## src/rtl/shared_adder_sched_pkg.sv

```systemverilog
// shared_adder_sched_pkg: op codes and FSM state encoding shared by the scheduler files
package shared_adder_sched_pkg;
  localparam logic OP_SUM = 1'b0;
  localparam logic OP_INC = 1'b1;
  typedef enum logic [1:0] {IDLE = 2'd0, EXEC = 2'd1, RESP = 2'd2} state_e;
endpackage

```

## src/rtl/shared_adder_sched_if.sv

```systemverilog
// shared_adder_sched_if: requester bus (master drives req/op/a/b, slave returns gnt/c/carry/done/done_id)
interface shared_adder_sched_if #(parameter int NREQ = 4, parameter int WIDTH = 8);
  localparam int IDW = $clog2(NREQ);
  logic [NREQ-1:0] req;
  logic [NREQ-1:0] op;
  logic [NREQ*WIDTH-1:0] a;
  logic [NREQ*WIDTH-1:0] b;
  logic [NREQ-1:0] gnt;
  logic [WIDTH-1:0] c;
  logic carry;
  logic done;
  logic [IDW-1:0] done_id;
  modport master (output req, op, a, b, input gnt, c, carry, done, done_id);
  modport slave (input req, op, a, b, output gnt, c, carry, done, done_id);
endinterface

```

## src/rtl/shared_adder_sched_rr_arbiter.sv

```systemverilog
// rr_arbiter: combinational round-robin pick (req, ptr in; any_req, win_idx, one-hot win_oh out)
module rr_arbiter #(
  parameter int NREQ = 4,
  localparam int IDW = $clog2(NREQ)
) (
  input  logic [NREQ-1:0] req,
  input  logic [IDW-1:0]  ptr,
  output logic            any_req,
  output logic [IDW-1:0]  win_idx,
  output logic [NREQ-1:0] win_oh
);
  always_comb begin
    any_req = |req;
    win_idx = '0;
    win_oh = '0;
    for (int i = NREQ - 1; i >= 0; i--) begin
      if (req[(int'(ptr) + i) % NREQ]) begin
        win_idx = IDW'((int'(ptr) + i) % NREQ);
        win_oh = NREQ'(1) << ((int'(ptr) + i) % NREQ);
      end
    end
  end
endmodule

```

## src/rtl/shared_adder_sched.sv

```systemverilog
// shared_adder_sched: round-robin share of one add/increment datapath (clk, rst, slave bus of req/op/a/b -> gnt/c/carry/done/done_id)
module shared_adder_sched
  import shared_adder_sched_pkg::*;
#(
  parameter int NREQ = 4,
  parameter int WIDTH = 8,
  localparam int IDW = $clog2(NREQ)
) (
  input logic clk,
  input logic rst,
  shared_adder_sched_if.slave bus
);
  state_e state_q, state_d;
  logic [IDW-1:0] ptr_q, ptr_d, id_q, id_d, win_idx;
  logic [NREQ-1:0] gnt_q, gnt_d, win_oh;
  logic [WIDTH-1:0] a_q, a_d, b_q, b_d, c_q, c_d;
  logic op_q, op_d, carry_q, carry_d, any_req, grab;
  logic [WIDTH:0] sum;
  rr_arbiter #(.NREQ(NREQ)) u_arb (
    .req(bus.req),
    .ptr(ptr_q),
    .any_req(any_req),
    .win_idx(win_idx),
    .win_oh(win_oh)
  );
  always_comb begin
    grab = state_q == IDLE && any_req;
    state_d = state_q == IDLE ? (any_req ? EXEC : IDLE) : state_q == EXEC ? RESP : IDLE;
    ptr_d = grab ? (win_idx == IDW'(NREQ - 1) ? '0 : win_idx + 1'b1) : ptr_q;
    gnt_d = grab ? win_oh : '0;
    id_d = grab ? win_idx : id_q;
    op_d = grab ? bus.op[win_idx] : op_q;
    a_d = grab ? bus.a[win_idx*WIDTH +: WIDTH] : a_q;
    b_d = grab ? bus.b[win_idx*WIDTH +: WIDTH] : b_q;
    sum = {1'b0, a_q} + (op_q == OP_INC ? (WIDTH+1)'(1) : {1'b0, b_q});
    {carry_d, c_d} = state_q == EXEC ? sum : {carry_q, c_q};
  end
  always_ff @(posedge clk) begin
    if (rst) begin
      state_q <= IDLE;
      ptr_q <= '0;
      gnt_q <= '0;
      id_q <= '0;
      op_q <= OP_SUM;
      a_q <= '0;
      b_q <= '0;
      c_q <= '0;
      carry_q <= 1'b0;
    end else begin
      state_q <= state_d;
      ptr_q <= ptr_d;
      gnt_q <= gnt_d;
      id_q <= id_d;
      op_q <= op_d;
      a_q <= a_d;
      b_q <= b_d;
      c_q <= c_d;
      carry_q <= carry_d;
    end
  end
  assign bus.gnt = gnt_q;
  assign bus.done = state_q == RESP;
  assign bus.c = c_q;
  assign bus.carry = carry_q;
  assign bus.done_id = id_q;
endmodule

```

## src/flat_wrapper.sv

```systemverilog
// flat-port wrapper written by rule: the top's interface ports become plain ports
module shared_adder_sched_flat import shared_adder_sched_pkg::*;
#(
  parameter int NREQ = 4,
  parameter int WIDTH = 8,
  localparam int IDW = $clog2(NREQ)
)
  (clk, rst, bus_req, bus_op, bus_a, bus_b, bus_gnt, bus_c, bus_carry, bus_done, bus_done_id);
  shared_adder_sched_if #(.NREQ(NREQ), .WIDTH(WIDTH)) bus_i ();
  input logic clk;
  input logic rst;
  input wire logic [$bits(bus_i.req)-1:0] bus_req;
  input wire logic [$bits(bus_i.op)-1:0] bus_op;
  input wire logic [$bits(bus_i.a)-1:0] bus_a;
  input wire logic [$bits(bus_i.b)-1:0] bus_b;
  output wire logic [$bits(bus_i.gnt)-1:0] bus_gnt;
  output wire logic [$bits(bus_i.c)-1:0] bus_c;
  output wire logic [$bits(bus_i.carry)-1:0] bus_carry;
  output wire logic [$bits(bus_i.done)-1:0] bus_done;
  output wire logic [$bits(bus_i.done_id)-1:0] bus_done_id;
  assign bus_i.req = bus_req;
  assign bus_i.op = bus_op;
  assign bus_i.a = bus_a;
  assign bus_i.b = bus_b;
  assign bus_gnt = bus_i.gnt;
  assign bus_c = bus_i.c;
  assign bus_carry = bus_i.carry;
  assign bus_done = bus_i.done;
  assign bus_done_id = bus_i.done_id;
  shared_adder_sched #(.NREQ(NREQ), .WIDTH(WIDTH)) u_core (.clk(clk), .rst(rst), .bus(bus_i));
endmodule
```

## config.mk

```make
export PLATFORM = sky130hd
export DESIGN_NAME = shared_adder_sched_flat
export DESIGN_NICKNAME = d
export VERILOG_FILES = /design/src/rtl/shared_adder_sched_pkg.sv /design/src/rtl/shared_adder_sched_if.sv /design/src/rtl/shared_adder_sched_rr_arbiter.sv /design/src/rtl/shared_adder_sched.sv /design/src/flat_wrapper.sv
export SDC_FILE = /design/constraint.sdc
export NUM_CORES = 1
export LEC_CHECK = 0
export BUFFER_PORTS_ARGS = -buffer_cell sky130_fd_sc_hd__buf_2
export CAP_MARGIN = 10
export CORE_MARGIN = 1
export CORE_UTILIZATION = 49
export CTS_CLUSTER_DIAMETER = 40
export DETAILED_ROUTE_END_ITERATION = 16
export GPL_TIMING_DRIVEN = 0
export PLACE_DENSITY = 0.8
export SETUP_SLACK_MARGIN = 0.02
export SYNTH_ARGS = -nofsm -noshare
export SYNTH_HDL_FRONTEND = slang
export SYNTH_SLANG_ARGS = --single-unit
```

## constraint.sdc

```tcl
create_clock -name clk -period 4.2 [get_ports clk]
set_clock_uncertainty 0.1 [all_clocks]
set_input_delay 0.42 -clock clk [delete_from_list [all_inputs] [get_ports clk]]
set_output_delay 0.42 -clock clk [all_outputs]
set_load 0.01 [all_outputs]
```

Yosys cells after proc, flatten, opt, wreduce, memory -nomap -nowiden
Cells that the tools add are included.
- add/sub/neg operators: 5
- order comparisons: 5
- eq/ne operators: 3
- shift-type cells: 6
- multiplexer cells: 26
- bitwise logic cells: 4
- reduce and logical (&&, ||, !) cells: 7
- operators by type and width (operator ; count):
    1-bit by 32-bit << shifter with 4-bit output, first input constant ; 3
    32-bit by 6-bit variable part select with 8-bit output ; 2
    4-bit two-way mux ; 4
    2-bit two-way mux ; 7
    3-bit by 4-bit < comparator with 1-bit output, second input constant ; 3
    1-bit binary-select mux with 2-bit select ; 5
    8-bit by 9-bit adder with 9-bit output ; 1
    1-bit two-way mux ; 9
    8-bit two-way mux ; 1
    2-bit OR reduction ; 4
    2-bit by 3-bit < comparator with 1-bit output, second input constant ; 2
    2-bit by 1-bit adder with 2-bit output, second input constant ; 2
    2-bit adder, second input constant ; 2
    2-bit equality test, second input constant ; 2
    4-bit OR reduction ; 1
    1-bit by 2-bit << shifter with 4-bit output, first input constant ; 1
    1-bit AND, first input constant ; 3
    2-bit by 1-bit equality test with 1-bit output, second input constant ; 1
    2-bit logical NOT ; 1
    1-bit logical AND ; 1
    1-bit inverter ; 1
- flip-flop bits (word level): 36
- logic and storage cells: 65

Depth between registers and ports, before layout
- word-level depth: 12
- gate-level depth with buffers: 11
- mapped depth without buffers: 9

Modules after synthesis
Synthesis repeated with hierarchy kept, for this count alone.
- cell total of the unflattened synthesis: 276
- area total of the unflattened synthesis: 2558.7 µm²
- modules (own cells, without submodules) (module ; instances ; cells an instance ; area each (µm²)):
    shared_adder_sched ; 1 ; 209 ; 2063.2
    rr_arbiter ; 1 ; 67 ; 495.5

Least setup slack after synthesis
OpenSTA, ideal clock, no wires.
- kind: register -> register
- start: register u_core.ptr_q[0]
- end: register u_core.a_q[5]
- arrival: 2.695 ns
- required time: 3.983 ns
- path slack: 1.288 ns
- cell stages (with the launch flop): 10
- buffers on the path: 3
- path through: dfxtp_1 > buf_6 > inv_1 > ha_1 > mux4_1 > buf_2 > a2bb2oi_2 > clkbuf_1 > mux4_2 > a22o_1
- longest elaborated chain between the ends: 9
- elaborated cells on any way between the ends: 19
- those cells by class: 3 x add/sub; 1 x shift; 15 x mux
- ends and longest elaborated chain (item ; RTL line ; RTL):
    start: declaration ; shared_adder_sched.sv:14 ; logic [IDW-1:0] ptr_q, ptr_d, id_q, id_d, win_idx;
    start signal: assignment ; shared_adder_sched.sv:51 ; ptr_q <= ptr_d;
    2-bit adder ; shared_adder_sched_rr_arbiter.sv:17, shared_adder_sched_rr_arbiter.sv:18 ;
    1-bit binary-select mux with 2-bit select ; shared_adder_sched_rr_arbiter.sv:17 ; if (req[(int'(ptr) + i) % NREQ]) begin
    1-bit two-way mux (not written as such) (2 in series) ; shared_adder_sched_rr_arbiter.sv:17 ;
    2-bit two-way mux (3 in series) ; shared_adder_sched_rr_arbiter.sv:17 ;
    2-bit two-way mux (*) ; shared_adder_sched_rr_arbiter.sv:17 ;
    32-bit by 6-bit variable part select with 8-bit output (*) ; shared_adder_sched.sv:33 ; a_d = grab ? bus.a[win_idx*WIDTH +: WIDTH] : a_q;
    end signal: assignment ; shared_adder_sched.sv:45 ; a_q <= '0;
    end signal: assignment ; shared_adder_sched.sv:55 ; a_q <= a_d;
    end: declaration ; shared_adder_sched.sv:16 ; logic [WIDTH-1:0] a_q, a_d, b_q, b_d, c_q, c_d;
Mark *: on every way between the ends. The rest lies on a longest branch, timed or not. The select of a mux whose other input is x is not followed.
A chain may end at the register's enable or synchronous reset.

Worst setup path after layout
- start: register u_core.ptr_q[0]
- end: register u_core.b_q[3]
- longest elaborated chain between the ends: 9
- elaborated cells on any way between the ends: 19
- those cells by class: 3 x add/sub; 1 x shift; 15 x mux
- ends and longest elaborated chain (item ; RTL line ; RTL):
    2-bit adder ; shared_adder_sched_rr_arbiter.sv:17, shared_adder_sched_rr_arbiter.sv:18 ;
    1-bit binary-select mux with 2-bit select ; shared_adder_sched_rr_arbiter.sv:17 ;
    1-bit two-way mux (not written as such) (2 in series) ; shared_adder_sched_rr_arbiter.sv:17 ;
    2-bit two-way mux (3 in series) ; shared_adder_sched_rr_arbiter.sv:17 ;
    2-bit two-way mux (*) ; shared_adder_sched_rr_arbiter.sv:17 ;
    32-bit by 6-bit variable part select with 8-bit output (*) ; shared_adder_sched.sv:34 ; b_d = grab ? bus.b[win_idx*WIDTH +: WIDTH] : b_q;
    end signal: assignment ; shared_adder_sched.sv:46 ; b_q <= '0;
    end signal: assignment ; shared_adder_sched.sv:56 ; b_q <= b_d;
    end: declaration ; shared_adder_sched.sv:16 ;
Marks and branches as above.

==> metrics.log <==
[metrics] routability cong.: 0.775
[metrics] detail-routed net length per standard cell: 14.3 um
[metrics] synth warn: 0
[metrics] worst endpoint required time: around 4.3 ns
[metrics] clock-pin slew on the worst setup and hold paths: ~0.070 ns
[metrics] CTS buffer count: 5
[metrics] maximum resistive drop on vdd: 0.261 mV
[metrics] Filler Cells Inserted: 395
[metrics] cell with the most instances after synthesis: dfxtp_1
[metrics] number of inserted diodes: 0
[metrics] post-layout min period: between 3 and 4 ns
[metrics] Final Hold Fails: 0
[metrics] total non-filler cell area in the finished layout: 3010 um^2
[metrics] Post-Synthesis Mean Instance Area: 11.2 um^2
[metrics] length in cells of the worst reg-to-reg path: 9
[metrics] timing startpoint of the critical path: u_core.ptr_q[0]$_SDFFE_PP0N_
[metrics] sequential element share of the synthesized area: 30.2%
[metrics] Worst Hold Slack: 0.378 ns
[metrics] Setup Buffers After CTS: 0
[metrics] critical-path cell list: buf_6, inv_1, ha_1, mux4_1, buf_2, a2bb2oi_2, clkbuf_1, mux4_2, a22o_1
[metrics] Setup Slack @ Placement: a little under 0.8 ns
[metrics] most area-consuming cells after synthesis: dfxtp_1, mux4_1, mux4_2
[metrics] remaining routing DRC violations: 0
[metrics] # H-tree levels: 2
[metrics] top fanout value on the critical path: 10
[metrics] Reg area: 721 um^2
[metrics] wire length of the first global-routing pass: 8.55 mm
[metrics] total of flip-flops plus latches after synthesis: 36
[metrics] worst min-delay path class: reg -> reg
[metrics] post-synthesis instance area: 2390 um^2
[metrics] CP Launch Type: register
[metrics] Fmax: about 290 MHz
[metrics] worst skew pair latency: 0.29 ns
[metrics] post-synth top area share: 30.2%
[metrics] Setup violations, final: 0
[metrics] initial core utilization: 50.9%
[metrics] total via count in the routed design: 2058
[metrics] die span in y: 71.8 um
[metrics] Pre-Repair DR Iteration Count: 4
[metrics] GRT Util Overall: 21.7%
[metrics] type of destination of the critical path: register
[metrics] detailed-placement wirelength estimate: approximately 4.2 mm
[metrics] io pins: 90
[metrics] Die Span X: 71.8 um
[metrics] max-capacitance violation count: 0
[metrics] worst-case clock buffer depth: 2
[metrics] core box area: 4690 um^2
[metrics] Std-Cell Rows: 25
[metrics] setup repair after global routing missed its margin: no
[metrics] total stage count of the critical path: 9
[metrics] maximum number of pins on one net before global-route repair: 12
[metrics] final worst path period share: 81.2%
[metrics] TritonCTS clock tree: built
[metrics] leading cell types by count after synthesis: dfxtp_1, a22o_1, ha_1, nor2_1, a21oi_1
[metrics] DRT antenna net count: 0
[metrics] Final Instance Count excl. Fillers: 365
[metrics] GR Overflow Total: 0
[metrics] total die area: 5160 um^2
[metrics] R2R setup slack: 0.79 ns
[metrics] Critical Path Max Stage Delay: 0.51 ns
[metrics] # resized after CTS: 0
[metrics] number of global-route vias before repair: 1830
[metrics] Syn-to-layout area delta: 26.0%
[metrics] nets@finish: 401
[metrics] minimum setup slack in the final design: 0.789 ns
[metrics] capture point of the critical path: u_core.b_q[3]$_SDFFE_PP0N_
[metrics] Rel. slew slack: 50.5%
[metrics] CP max stage cell: clkbuf_1
[metrics] count of different cell masters after synthesis: 45
[metrics] Critical path buffers and inverters: 4
[metrics] number of flops mapped to enable cells by yosys: 0
[metrics] Placement Cell Area: 2900 um^2
[metrics] launch point of the worst reg-to-reg path: u_core.ptr_q[0]$_SDFFE_PP0N_
[metrics] arrival time of data at the critical path endpoint: around 3.5 ns
[metrics] cell family with most CP delay: buffers and inverters
[metrics] FF-to-FF End: u_core.b_q[3]$_SDFFE_PP0N_
[metrics] Post-Syn Nets: ~300
[metrics] initial antenna violation count: 0
[metrics] dominant register cell in the synthesized netlist: dfxtp_1
[metrics] synthesized instance count: 214
[metrics] largest area contributor in the netlist: dfxtp_1
[metrics] total negative slack for setup checks: 0 ns
[metrics] Slew Viols, Final: 0
[metrics] worst slew pin tran: 0.737 ns
[metrics] asr flop ratio synth: 0%
[metrics] number of placed instances with taps included: ~360
[metrics] leakage power summed over all cells: 1.45 nW
[metrics] PortBufs: 89
[metrics] clock sink total: 36
[metrics] via-per-instance ratio: 5.64
[metrics] routed wire length: approximately 5.2 mm
[metrics] run status: finished clean
[metrics] classification of the worst setup path: reg -> reg
[metrics] fraction of final layout cells with drive strength greater than 1: 40.2%
[metrics] total power density per cell area: 619 nW/um^2
[metrics] combined area of the multi-input logic cells: roughly 1600 um^2
[metrics] hold_buf cts: 0
[metrics] clock root cell: clkbuf_8
[metrics] DRT iter0 DRCs: 72
[per-layer routing]
layer / routed length (um) / up-vias / track usage [%]
met3: 283 / 3 / 4.50
met1: 2350 / 967 / 28.8
met2: 2560 / 68 / 35.1
li1: - / 1020 / -
met4: 31 / 0 / 8.06
met5: 0 / - / 0
[cell families (layout without fill, tap and decap cells)]
| kind of cell | count (synthesis) | after routing | synth area share, % |
|---|---|---|---|
| AOI/OAI and AO/OA | 56 | 56 | 18.6 |
| buffers and inverters | 17 | 114 | 4.04 |
| adders and majority gates | 17 | 17 | 9.22 |
| xor gates and xnor gates | 6 | 6 | 2.20 |
| and+or+nand+nor | 51 | 51 | 11.2 |
| DFF | 36 | 36 | 30.2 |
| muxes | 31 | 31 | 24.5 |
[power breakdown]
part	internal [W]	switching [W]	leakage, nW
combinational	0.000572	0.000476	1.10
sequential	0.000442	0.0000761	0.296
clock	0.000176	0.000120	0.0552
total	0.00119	0.000672	1.45
[worst min-delay path by stage]
stage	start	endpoint	slack [ns]	depth (start not counted)
2_1_floorplan	u_core.b_q[6]$_SDFFE_PP0N_	u_core.b_q[6]$_SDFFE_PP0N_	0.33	1
3_3_place_gp	u_core.b_q[6]$_SDFFE_PP0N_	u_core.b_q[6]$_SDFFE_PP0N_	0.35	1
3_5_place_dp	u_core.b_q[3]$_SDFFE_PP0N_	u_core.b_q[3]$_SDFFE_PP0N_	0.36	1
4_1_cts	u_core.b_q[7]$_SDFFE_PP0N_	u_core.b_q[7]$_SDFFE_PP0N_	0.38	1
5_1_grt	u_core.b_q[6]$_SDFFE_PP0N_	u_core.b_q[6]$_SDFFE_PP0N_	0.41	1
6_report	u_core.b_q[1]$_SDFFE_PP0N_	u_core.b_q[1]$_SDFFE_PP0N_	0.38	1
[metrics by stage]
step | util [%] | total power (W)
4_1_cts | 64.1 | 0.00187
3_5_place_dp | 61.8 | 0.00157
3_3_place_gp | 61.8 | 0.00154
6_report | 64.1 | 0.00186
2_1_floorplan | - | 0.00135
5_1_grt | 64.1 | 0.00201
[worst reg2reg max path: stages (launching register included)]
cell       delay (ns)
dfxtp_1          0.48
buf_6            0.20
inv_1            0.13
ha_1             0.39
mux4_1           0.27
buf_2            0.24
a2bb2oi_2        0.40
clkbuf_1         0.51
mux4_2           0.41
a22o_1           0.19
[cell usage in the layout (no fill, tap or decap), types with 9 or more instances in the layout]
cell type	Yosys	routed
buf_2	1	90
a22o_1	17	17
mux4_2	9	9
ha_1	16	16
mux4_1	9	9
a21oi_1	11	11
dfxtp_1	36	36
mux2i_1	9	9
nor2_1	12	12
nor2b_1	10	10
[sequential cells by signal, summed over array words and instances, names as in the netlist]
register            cells
u_core.a_q              8
u_core.b_q              8
u_core.bus.c            8
u_core.bus.gnt          4
u_core.bus.done_id      2
u_core.ptr_q            2
u_core.state_q          2
u_core.bus.carry        1
u_core.op_q             1
[cell type report]
cell class	count	area share, %
Multi-Input combinational cell	161	52.2
Sequential cell	36	24.0
Timing Repair Buffer	89	14.8
Clock buffer	6	2.41
Tap cell	54	2.25
Buffer	9	2.20
Clock inverter	2	1.16
Inverter	8	0.998
Power figures use the tool's default switching activity.
